==> src/rtl/sw_step_cond_if.sv <==
// Switch/button conditioning bus: raw board inputs in, conditioned levels,
// edge pulses and the CPU clock-enable out. master = conditioner, slave = consumer.
interface sw_step_cond_if #(
    parameter int WIDTH = 16
);
    logic [WIDTH-1:0] sw_raw;
    logic             btn_step_raw;
    logic [WIDTH-1:0] sw_o;
    logic [WIDTH-1:0] sw_rise;
    logic [WIDTH-1:0] sw_fall;
    logic             step_mode;
    logic             cpu_ce;
    logic [31:0]      ce_cnt;

    modport master (
        input  sw_raw, btn_step_raw,
        output sw_o, sw_rise, sw_fall, step_mode, cpu_ce, ce_cnt
    );

    modport slave (
        output sw_raw, btn_step_raw,
        input  sw_o, sw_rise, sw_fall, step_mode, cpu_ce, ce_cnt
    );
endinterface

==> src/rtl/sw_step_cond.sv <==
// Input conditioning ahead of the CPU: synchronise + debounce switches and step
// button, emit edge pulses and a registered CPU clock-enable (free-run or step).
// Ports: clk, rstn (async, active-low); bus (master): sw_raw, btn_step_raw in;
//        sw_o, sw_rise, sw_fall, step_mode, cpu_ce, ce_cnt out.
module sw_step_cond #(
    parameter int WIDTH     = 16,
    parameter int TICK_DIV  = 100000,
    parameter int DB_TICKS  = 10,
    parameter int FAST_LOG2 = 25,
    parameter int SLOW_LOG2 = 27,
    parameter int RATE_SW   = 15,
    parameter int STEP_SW   = 1
) (
    input  logic            clk,
    input  logic            rstn,
    sw_step_cond_if.master  bus
);
    // Channel WIDTH is the step button; channels below it are the switches.
    localparam int CH = WIDTH + 1;
    localparam int TW = (TICK_DIV > 1) ? $clog2(TICK_DIV) : 1;
    localparam int DW = $clog2(DB_TICKS + 1);

    logic [CH-1:0]          sync1, sync2;
    logic [CH-1:0]          db, db_nxt;
    logic [CH-1:0][DW-1:0]  dcnt, dcnt_nxt;
    logic [TW-1:0]          tcnt;
    logic                   tick;
    logic [WIDTH-1:0]       rise, fall;
    logic                   step_pls;
    logic [SLOW_LOG2-1:0]   rcnt;
    logic                   rate_hit;
    logic                   ce;
    logic [31:0]            ccnt;

    assign tick = (tcnt == TW'(TICK_DIV - 1));

    // A channel only accumulates while it disagrees with its debounced level;
    // any agreement, even between ticks, throws away the partial count.
    always_comb begin
        db_nxt   = db;
        dcnt_nxt = dcnt;
        for (int c = 0; c < CH; c++) begin
            if (sync2[c] == db[c]) begin
                dcnt_nxt[c] = '0;
            end else if (tick) begin
                if (dcnt[c] == DW'(DB_TICKS - 1)) begin
                    db_nxt[c]   = sync2[c];
                    dcnt_nxt[c] = '0;
                end else begin
                    dcnt_nxt[c] = dcnt[c] + DW'(1);
                end
            end
        end
    end

    // Phase of the rate counter is kept across rate changes, so the slow
    // rate lands on a fast-rate boundary.
    assign rate_hit = db[RATE_SW] ? (&rcnt) : (&rcnt[FAST_LOG2-1:0]);

    always_ff @(posedge clk or negedge rstn) begin
        if (!rstn) begin
            sync1    <= '0;
            sync2    <= '0;
            db       <= '0;
            dcnt     <= '0;
            tcnt     <= '0;
            rise     <= '0;
            fall     <= '0;
            step_pls <= 1'b0;
            rcnt     <= '0;
            ce       <= 1'b0;
            ccnt     <= '0;
        end else begin
            sync1    <= {bus.btn_step_raw, bus.sw_raw};
            sync2    <= sync1;
            db       <= db_nxt;
            dcnt     <= dcnt_nxt;
            tcnt     <= tick ? '0 : tcnt + TW'(1);
            rise     <= db_nxt[WIDTH-1:0] & ~db[WIDTH-1:0];
            fall     <= ~db_nxt[WIDTH-1:0] & db[WIDTH-1:0];
            step_pls <= db_nxt[WIDTH] & ~db[WIDTH];
            rcnt     <= rcnt + SLOW_LOG2'(1);
            // Step presses in free-run are dropped here, never queued.
            ce       <= db[STEP_SW] ? step_pls : rate_hit;
            ccnt     <= ccnt + 32'(ce);
        end
    end

    assign bus.sw_o      = db[WIDTH-1:0];
    assign bus.sw_rise   = rise;
    assign bus.sw_fall   = fall;
    assign bus.step_mode = db[STEP_SW];
    assign bus.cpu_ce    = ce;
    assign bus.ce_cnt    = ccnt;
endmodule
==> src/flat_wrapper.sv <==
// flat-port wrapper written by rule: the top's interface ports become plain ports
module sw_step_cond_flat 
#(
    parameter int WIDTH     = 16,
    parameter int TICK_DIV  = 100000,
    parameter int DB_TICKS  = 10,
    parameter int FAST_LOG2 = 25,
    parameter int SLOW_LOG2 = 27,
    parameter int RATE_SW   = 15,
    parameter int STEP_SW   = 1
)
  (clk, rstn, bus_sw_raw, bus_btn_step_raw, bus_sw_o, bus_sw_rise, bus_sw_fall, bus_step_mode, bus_cpu_ce, bus_ce_cnt);
  sw_step_cond_if #(.WIDTH(WIDTH)) bus_i ();
  input  logic clk;
  input  logic rstn;
  input wire logic [$bits(bus_i.sw_raw)-1:0] bus_sw_raw;
  input wire logic [$bits(bus_i.btn_step_raw)-1:0] bus_btn_step_raw;
  output wire logic [$bits(bus_i.sw_o)-1:0] bus_sw_o;
  output wire logic [$bits(bus_i.sw_rise)-1:0] bus_sw_rise;
  output wire logic [$bits(bus_i.sw_fall)-1:0] bus_sw_fall;
  output wire logic [$bits(bus_i.step_mode)-1:0] bus_step_mode;
  output wire logic [$bits(bus_i.cpu_ce)-1:0] bus_cpu_ce;
  output wire logic [$bits(bus_i.ce_cnt)-1:0] bus_ce_cnt;
  assign bus_i.sw_raw = bus_sw_raw;
  assign bus_i.btn_step_raw = bus_btn_step_raw;
  assign bus_sw_o = bus_i.sw_o;
  assign bus_sw_rise = bus_i.sw_rise;
  assign bus_sw_fall = bus_i.sw_fall;
  assign bus_step_mode = bus_i.step_mode;
  assign bus_cpu_ce = bus_i.cpu_ce;
  assign bus_ce_cnt = bus_i.ce_cnt;
  sw_step_cond #(.WIDTH(WIDTH), .TICK_DIV(TICK_DIV), .DB_TICKS(DB_TICKS), .FAST_LOG2(FAST_LOG2), .SLOW_LOG2(SLOW_LOG2), .RATE_SW(RATE_SW), .STEP_SW(STEP_SW)) u_core (.clk(clk), .rstn(rstn), .bus(bus_i));
endmodule
==> config.mk <==
export PLATFORM = sky130hd
export DESIGN_NAME = sw_step_cond_flat
export DESIGN_NICKNAME = d
export VERILOG_FILES = /design/src/rtl/sw_step_cond_if.sv /design/src/rtl/sw_step_cond.sv /design/src/flat_wrapper.sv
export SDC_FILE = /design/constraint.sdc
export NUM_CORES = 1
export LEC_CHECK = 0
export BUFFER_PORTS_ARGS = -buffer_cell sky130_fd_sc_hd__buf_2
export CAP_MARGIN = 10
export CORE_ASPECT_RATIO = 0.75
export CORE_UTILIZATION = 60
export DETAILED_ROUTE_END_ITERATION = 6
export PLACE_DENSITY = 0.81
export SYNTH_ARGS = -nofsm -noshare
export SYNTH_HDL_FRONTEND = slang
export SYNTH_SLANG_ARGS = --single-unit
==> constraint.sdc <==
create_clock -name clk -period 4.4 [get_ports clk]
set_clock_uncertainty 0.15 [all_clocks]
set_input_delay 0.66 -clock clk [delete_from_list [all_inputs] [get_ports clk]]
set_output_delay 0.66 -clock clk [all_outputs]
set_load 0.03 [all_outputs]
==> flow_summary.yaml, run 1 <==
critical_path:
  r2r_cells: 4
  cp-start-kind: "flop"
  worst_ep_arrival_time_ps: 2980
  path_class: "reg2reg"
  r2r-start: "u_core.tcnt[12]"
  required_ps: 4680
  reg2reg_to: "u_core.dcnt[55]"
  end_kind: "flop"
  crit_fanout: 111
  r2r_slack_ps: 1710
clock_network:
  clk_pin_slew_ps: 60
  cts.sinks: 229
  htree_levels: 1
  root_buffer: "clkbuf_16"
  cts_setup_buffers: 0
  cts_resized: 0
  cts_tree: "yes"
  clock_path_buffers: 3
  clock_latency_ps: 520
  hold_buffers: 0
  cts_buffers: 23
route:
  first_pass_iters: 5
  viasPerCell: 5.82
  drt-total-wl_um: 19600
  dr_total_vias: 7386
  wire_per_inst_um: 15.5
  drc: 0
  drt_iter0_markers: 605
  drtAntennaViolNets: 0
grt:
  overflow: 0
  grt_pass1_vias: 7015
  grt_max_degree: 112
  grt_use_total: 0.227
  grt_pass1_wl_um: 33400
  antenna_found_initial: 0
sta:
  hold_violations: 0
  worst_slew_pin_slew_ps: 1170
  grt_setup_unrepaired: "false"
  slew_headroom: 0.217
  fmax_ghz: 0.371
  fin_crit_ps: 2690
  setup_tns_ps: 0
  maxSlewViolCount: 0
  setup_viol: 0
  period_share: 0.612
floorplanning:
  coreArea_um2: 16900
  die_h_um: 116
  rows: 41
  start_util: 0.616
  die_w_um: 154
  num_io_pins: 101
  die_area_um2: 17900
yosys:
  avgSynthCellArea_um2: 10.9
  synthesis.instances: 954
  ys_seq_area_frac: 0.551
  ys_ff_latch: 229
  ys_types: 41
  yosys_warnings: 0
  syn-num-nets: 1011
  netlist_area_um2: 10400
power_and_ir_drop:
  vdd_drop_max_v: 0.000251
  p_leak_nw: 5.31
  p_per_area_nw_per_um2: 356
  power.total_mw: 4.20
cells_and_area:
  antenna_cells: 0
  num-fill-cells: 1244
  area_growth_pct: 13.3
  drive_gt1_frac: 0.160
  nets: 1095
run:
  max_cap_violations: 0
worst_hold_path:
  hp-class: "in2async"
run_status:
  outcome: "completed"
place:
  gp_congestion: 0.779
  hpwlAfterDp_um: 12000
  port_buffers: 100
==> worst max-delay path by stage <==
stage	start	end	depth (start not counted)
2_1_floorplan	u_core.bus.cpu_ce	u_core.bus.ce_cnt[28]	6
5_1_grt	u_core.tcnt[12]	u_core.dcnt[51]	4
3_3_place_gp	u_core.tcnt[12]	u_core.dcnt[55]	4
6_report	u_core.tcnt[12]	u_core.dcnt[55]	4
3_5_place_dp	u_core.tcnt[12]	u_core.dcnt[51]	4
4_1_cts	u_core.tcnt[12]	u_core.dcnt[55]	4
==> sequential cells by signal, indices dropped and copies added, names as in the netlist, 17 cells and up <==
register           cells
u_core.sync2          17
u_core.dcnt           68
u_core.bus.ce_cnt     32
u_core.tcnt           17
u_core.sync1          17
u_core.rcnt           27
u_core.db             17
==> Yosys cell counts <==
cell / instances / area, um^2
nand4_1: 37 / 231
clkbuf_2: 1 / 5.00
nor4_1: 7 / 43.8
nor3b_1: 28 / 210
or4b_4: 1 / 13.8
and3_1: 14 / 87.6
buf_4: 16 / 120
mux2i_1: 2 / 20.0
and2_1: 2 / 12.5
a31oi_1: 9 / 56.3
xor2_1: 16 / 140
o31ai_1: 26 / 195
buf_6: 1 / 11.3
nand2b_1: 9 / 56.3
nand2_1: 46 / 173
mux2_2: 17 / 191
nor4b_2: 1 / 15.0
nor2_2: 1 / 6.26
nor2b_1: 2 / 12.5
clkbuf_1: 24 / 90.1
a21oi_1: 69 / 345
nand3b_1: 3 / 22.5
buf_1: 1 / 3.75
dfrtp_1: 229 / 5730
xnor2_1: 69 / 604
or2_4: 1 / 8.76
o31a_1: 3 / 26.3
ha_1: 38 / 475
and3b_1: 1 / 8.76
o21a_1: 5 / 37.5
nand4b_1: 6 / 52.6
nor2_1: 39 / 146
nand3_1: 64 / 320
a311oi_1: 3 / 26.3
buf_2: 7 / 35.0
a41oi_1: 5 / 43.8
or4_1: 37 / 278
and4_1: 9 / 78.8
inv_1: 50 / 188
nor3_1: 13 / 65.1
o21ai_0: 42 / 210
==> final cells by class <==
class,count,area [um^2],share of cell area
Inverter,50,188,0.0159
Sequential cell,229,5730,0.486
Clock inverter,9,110,0.00935
Clock buffer,32,669,0.0568
Tap cell,215,269,0.0228
Timing Repair Buffer,109,591,0.0501
Multi-Input combinational cell,625,4220,0.358
==> report_power, final <==
group / internal, mW / total [mW] / switching [mW]
Clock: 1.18 / 2.00 / 0.813
Combinational: 0.0177 / 0.0706 / 0.0528
Sequential: 2.12 / 2.13 / 0.0108
Total: 3.32 / 4.20 / 0.877
==> through the flow <==
step	instances	utilization	area (um^2)	worst slack (ps)	hold WS [ps]
after floorplan	954	-	10400	2090	181
after global placement	1228	0.652	11000	1860	182
after detailed placement	1228	0.652	11000	1770	185
after CTS	1269	0.698	11800	1750	78.9
after global routing	1269	0.698	11800	1630	80.7
final	1269	0.698	11800	1710	21.6
==> critical path: stages, from the launching register on <==
cell	delay (ps)
dfrtp_1	430
or4b_4	550
or2_4	540
or4_1	660
a31oi_1	200
==> metal layers <==
metal	GRT usage	part of all wire	vias to the layer above
li1	-	-	3575
met1	0.337	0.49	3609
met2	0.351	0.44	174
met3	0.0348	0.044	28
met4	0.0633	0.019	0
met5	0	0	-
==> placed cells by master, fill, tap and decap left out, types with 14 or more instances in the layout <==
master / netlist / routed
a21oi_1: 69 / 69
nand4_1: 37 / 37
buf_2: 7 / 99
nor3b_1: 28 / 28
nand3_1: 64 / 64
inv_1: 50 / 50
nor2_1: 39 / 38
mux2_2: 17 / 17
dfrtp_1: 229 / 229
nand2_1: 46 / 46
o31ai_1: 26 / 26
ha_1: 38 / 38
o21ai_0: 42 / 42
or4_1: 37 / 37
xor2_1: 16 / 16
and3_1: 14 / 14
clkbuf_16: 0 / 23
xnor2_1: 69 / 69
==> logic make-up after synthesis <==
logic type | synth area share
fa+ha+maj | 0.0457
flops | 0.551
mux | 0.0203
xor+xnor | 0.0716
simple gates | 0.177
buf+inv | 0.0436
compound gates | 0.0905
Power figures use the tool's default switching activity.
==> inputs of run 2 (changes only) <==
Settings changed: CORE_UTILIZATION 60 to 54, PLACE_DENSITY 0.81 to 0.77.
Clock period 4.4 ns to 2.28 ns, I/O delays scaled along.
==> flow_summary.yaml, run 2 (synthesis results as in run 1) <==
sta:
  fin_crit_ps: 2340
  setup_viol: 16
  fmax_ghz: 0.427
  worst_slew_pin_slew_ps: 569
  maxSlewViolCount: 0
  hold_violations: 0
  grt_setup_unrepaired: "true"
  period_share: 1.03
  setup_ws_ps: -61.7
  slew_headroom: 0.618
grt:
  grt_pass1_vias: 7405
  grt_pass1_wl_um: 35300
  grt_max_degree: 59
  grt_use_total: 0.216
  antenna_found_initial: 0
  overflow: 0
place:
  placed_cells: 1285
  port_buffers: 100
  gp_congestion: 0.786
  hpwlAfterDp_um: 12900
  dp_slack_ps: -21.7
clock_network:
  cts_buffers: 23
  clock_latency_ps: 500
  clock_path_buffers: 3
  root_buffer: "clkbuf_16"
  htree_levels: 1
  cts.sinks: 229
  clk_pin_slew_ps: 60
  cts_tree: "yes"
critical_path:
  cp_top_family: "simple AND/OR/NAND/NOR gates"
  cp_num_buf_inv: 1
  end_kind: "flop"
  cp-start-kind: "flop"
  required_ps: 2560
  worstPathCellList: "or4b_4 > or2_4 > clkbuf_16 > or4_1 > a21oi_2"
  r2r-start: "u_core.tcnt[12]"
  slowest_delay_ps: 560
  worst_ep_arrival_time_ps: 2620
  cp-startpoint: "u_core.tcnt[12]"
  crit_fanout: 7
  path_class: "reg2reg"
  cp_slowest_cell: "or4b_4"
worst_hold_path:
  hp-start: "u_core.sync1[6]"
  hp-class: "reg2reg"
cells_and_area:
  drive_gt1_frac: 0.232
  area_growth_pct: 22.3
  final_cell_mix: "229 x dfrtp_1, 99 x buf_2, 69 x xnor2_1"
  fin_cells: 1356
  nets: 1150
  antenna_cells: 0
  final_common_cell: "dfrtp_1"
  largest_reg_flops: 68
  top_register: "u_core.dcnt"
route:
  drt_iter0_markers: 582
  first_pass_iters: 6
  dr_total_vias: 7764
  drt-total-wl_um: 21800
  wire_per_inst_um: 16.1
  drc: 0
  drtAntennaViolNets: 0
  viasPerCell: 5.73
power_and_ir_drop:
  p_leak_nw: 5.71
  p_per_area_nw_per_um2: 640
  seqPwrFrac: 0.506
  p_sw_mw: 1.66
  combPwrFrac: 0.021
  p_clk_frac: 0.473
  vdd_drop_max_v: 0.000433
  switching_share: 0.204
  p_int_mw: 6.47
floorplanning:
  die_h_um: 122
  coreArea_um2: 18700
  die_w_um: 162
  die_area_um2: 19800
  rows: 43
  num_io_pins: 101
  start_util: 0.557
run_status:
  violations: "setup timing"
  outcome: "complete, but fails checks"
run:
  max_cap_violations: 0
[run 2: changes by cell type in the layout (fill, tap and decap cells not counted), moves of 4 or more]
cell	delta
o31ai_1	-6
a21oi_2	+20
buf_12	+7
nor3_1	-4
dlygate4sd3_1	+18
a21oi_1	-20
clkbuf_16	+4
buf_4	+22
or4_1	-20
or4_4	+20
[run 2: power groups by stage]
stage                     Combinational, mW  Sequential (mW)  Clock [mW]
after floorplan                      0.0296             4.19           0
after global placement                0.151             4.19           0
after detailed placement              0.153             4.19           0
after CTS                             0.177             4.11        3.93
after global routing                  0.199             4.12        4.09
final                                 0.174             4.11        3.84
[run 2: worst paths after layout]
kind / end / slack, ps / cells after the start
max: u_core.dcnt[41] / -60 / 5
min: u_core.sync2[6] / 200 / 0
max reg2reg: u_core.dcnt[41] / -60 / 5
min reg2reg: u_core.sync2[6] / 200 / 0
max in group asynchronous: u_core.dcnt[58] / 1060 / 3
min in group asynchronous: u_core.bus.sw_rise[3] / 220 / 2
[run 2: timing repair]
| action | 4_1_cts | 5_1_grt |
|---|---|---|
| hold endpoints to repair | 70 | 0 |
| hold buffers | 18 | 0 |
| gates cloned | 2 | 6 |
| setup buffers | 2 | 5 |
| gates resized for setup | 0 | 66 |
| pin swaps | 3 | 53 |
| endpoints found under the setup margin | 11 | 48 |
[run 2: metrics by stage]
step	TNS [ps]	instance area [um^2]	util	total power [mW]	hold WS, ps
floorplan	0	10400	-	4.21	-104
global placement	0	11300	0.606	4.34	161
detailed placement	-105	11300	0.606	4.34	159
CTS	-24.6	12400	0.662	8.22	198
global route	-1410	12700	0.681	8.41	206
finish	-347	12700	0.681	8.13	196
[run 2: cell type report]
type                       count  area, um^2
sequential                   229        5730
inverter                      50         188
fill                        1364        5960
clock inverter                 6        87.6
multi-input combinational    626        4490
tap                          247         309
clock buffer                  35         691
timing repair buffer         163        1220
[run 2: metal layers]
| layer | vias up | wire length (um) | GRT usage |
|---|---|---|---|
| li1 | 3684 | - | - |
| met1 | 3829 | 10500 | 0.319 |
| met3 | 25 | 1080 | 0.0347 |
| met5 | - | 0 | 0 |
| met4 | 0 | 276 | 0.0472 |
| met2 | 226 | 9950 | 0.335 |
==> inputs of run 3 (changes only) <==
Settings changed: CORE_UTILIZATION 54 to 60, CTS_BUF_LIST set to sky130_fd_sc_hd__clkbuf_2, PLACE_DENSITY 0.77 to 0.81.
Clock period 2.28 ns to 3.03 ns, I/O delays scaled along.
==> flow_summary.yaml, run 3 (synthesis results as in run 1) <==
run_status:
  outcome: "completed"
clock_network:
  clock_latency_ps: 790
  cts_buffers: 53
  cts_setup_buffers: 0
  htree_levels: 2
  root_buffer: "clkbuf_2"
  clock_path_buffers: 3
  clk_pin_slew_ps: 110
  cts_tree: "yes"
  cts.sinks: 229
  cts_resized: 0
grt:
  antenna_found_initial: 0
  grt_pass1_wl_um: 33400
  overflow: 0
  grt_use_total: 0.229
  grt_max_degree: 112
  grt_pass1_vias: 7175
floorplanning:
  num_io_pins: 101
  start_util: 0.616
  die_area_um2: 17900
  coreArea_um2: 16900
  die_w_um: 154
  die_h_um: 116
  rows: 41
route:
  drt_iter0_markers: 405
  dr_total_vias: 7610
  drt-total-wl_um: 19600
  drc: 0
  first_pass_iters: 4
  drtAntennaViolNets: 0
  viasPerCell: 5.66
  wire_per_inst_um: 14.6
cells_and_area:
  antenna_cells: 0
  largest_reg_flops: 68
  area_growth_pct: 13.0
  drive_gt1_frac: 0.183
  top_register: "u_core.dcnt"
  nets: 1148
  utilization: 0.696
  final_common_cell: "dfrtp_1"
  final_cell_mix: "229 x dfrtp_1, 99 x buf_2, 69 x xnor2_1, 69 x a21oi_1, 64 x nand3_1"
power_and_ir_drop:
  power.total_mw: 5.10
  p_leak_nw: 5.40
  p_per_area_nw_per_um2: 434
  vdd_drop_max_v: 0.000275
worst_hold_path:
  hp-class: "in2async"
sta:
  maxSlewViolCount: 0
  worst_slew_pin_slew_ps: 1070
  hold_violations: 0
  slew_headroom: 0.286
  grt_setup_unrepaired: "false"
  fin_crit_ps: 2690
  setup_tns_ps: 0
  timing.hold.ws_ps: 68.3
  period_share: 0.887
  fmax_ghz: 0.372
  setup_viol: 0
critical_path:
  path_class: "reg2reg"
  worst_ep_arrival_time_ps: 3190
  required_ps: 3540
  crit_fanout: 111
  end_kind: "flop"
  cp-start-kind: "flop"
run:
  max_cap_violations: 0
place:
  gp_congestion: 0.773
  port_buffers: 100
  hpwlAfterDp_um: 12300
-- run 3: cell count changes in the layout (fill, tap and decap cells not counted), sizes merged --
| cell | previous run | this run |
|---|---|---|
| buf | 141 | 114 |
| bufinv | 2 | 1 |
| clkbuf | 39 | 62 |
| clkinv | 2 | 31 |
| inv | 52 | 50 |
| or2 | 2 | 1 |
-- run 3: area by class of cell --
type / instances / area, um^2
Timing Repair Buffer: 132 / 871
Clock inverter: 32 / 156
Fill cell: 1254 / 5130
Multi-Input combinational cell: 625 / 4220
Inverter: 50 / 188
Sequential cell: 229 / 5730
Tap cell: 215 / 269
Clock buffer: 62 / 310
-- run 3: routing by layer --
layer  track usage  share of wire  vias to the layer above
met5             0              0                        -
met2         0.350           0.44                      203
met1         0.328           0.48                     3660
met3        0.0464          0.058                       32
met4        0.0793          0.017                        0
li1              -              -                     3715
-- run 3: through the flow --
stage	cell area, um^2	instances	setup slack (ps)
after floorplan	10400	954	720
after CTS	11700	1345	401
after detailed placement	11100	1233	417
after global routing	11700	1345	262
final	11700	1345	342
after global placement	11100	1233	496
-- run 3: what timing repair did --
action / 4_1_cts / 5_1_grt
hold buffers: 18 / 0
setup endpoints to repair: 0 / 0
hold endpoints to repair: 228 / 0
-- run 3: worst paths after layout --
kind	start	to	slack, ps	cells past startpoint
min in group clk	bus_sw_raw[8]	u_core.sync1[8]	160	2
min reg2reg	u_core.sync1[1]	u_core.sync2[1]	200	0
max in group asynchronous	rstn	u_core.rcnt[22]	1860	3
max reg2reg	u_core.tcnt[12]	u_core.db[15]	340	4
max	u_core.tcnt[12]	u_core.db[15]	340	4
min	rstn	u_core.bus.sw_rise[3]	70	2
-- run 3: critical path, cell delays in order (launching register included) --
cell     delay (ps)
dfrtp_1         450
or4b_4          560
or2_4           530
nor3_1          420
mux2_2          380
-- run 3: power breakdown --
part           internal, mW  total (mW)  switching [mW]
Combinational        0.0434       0.123          0.0800
Sequential             3.08        3.09          0.0156
Clock                 0.675        1.88            1.21
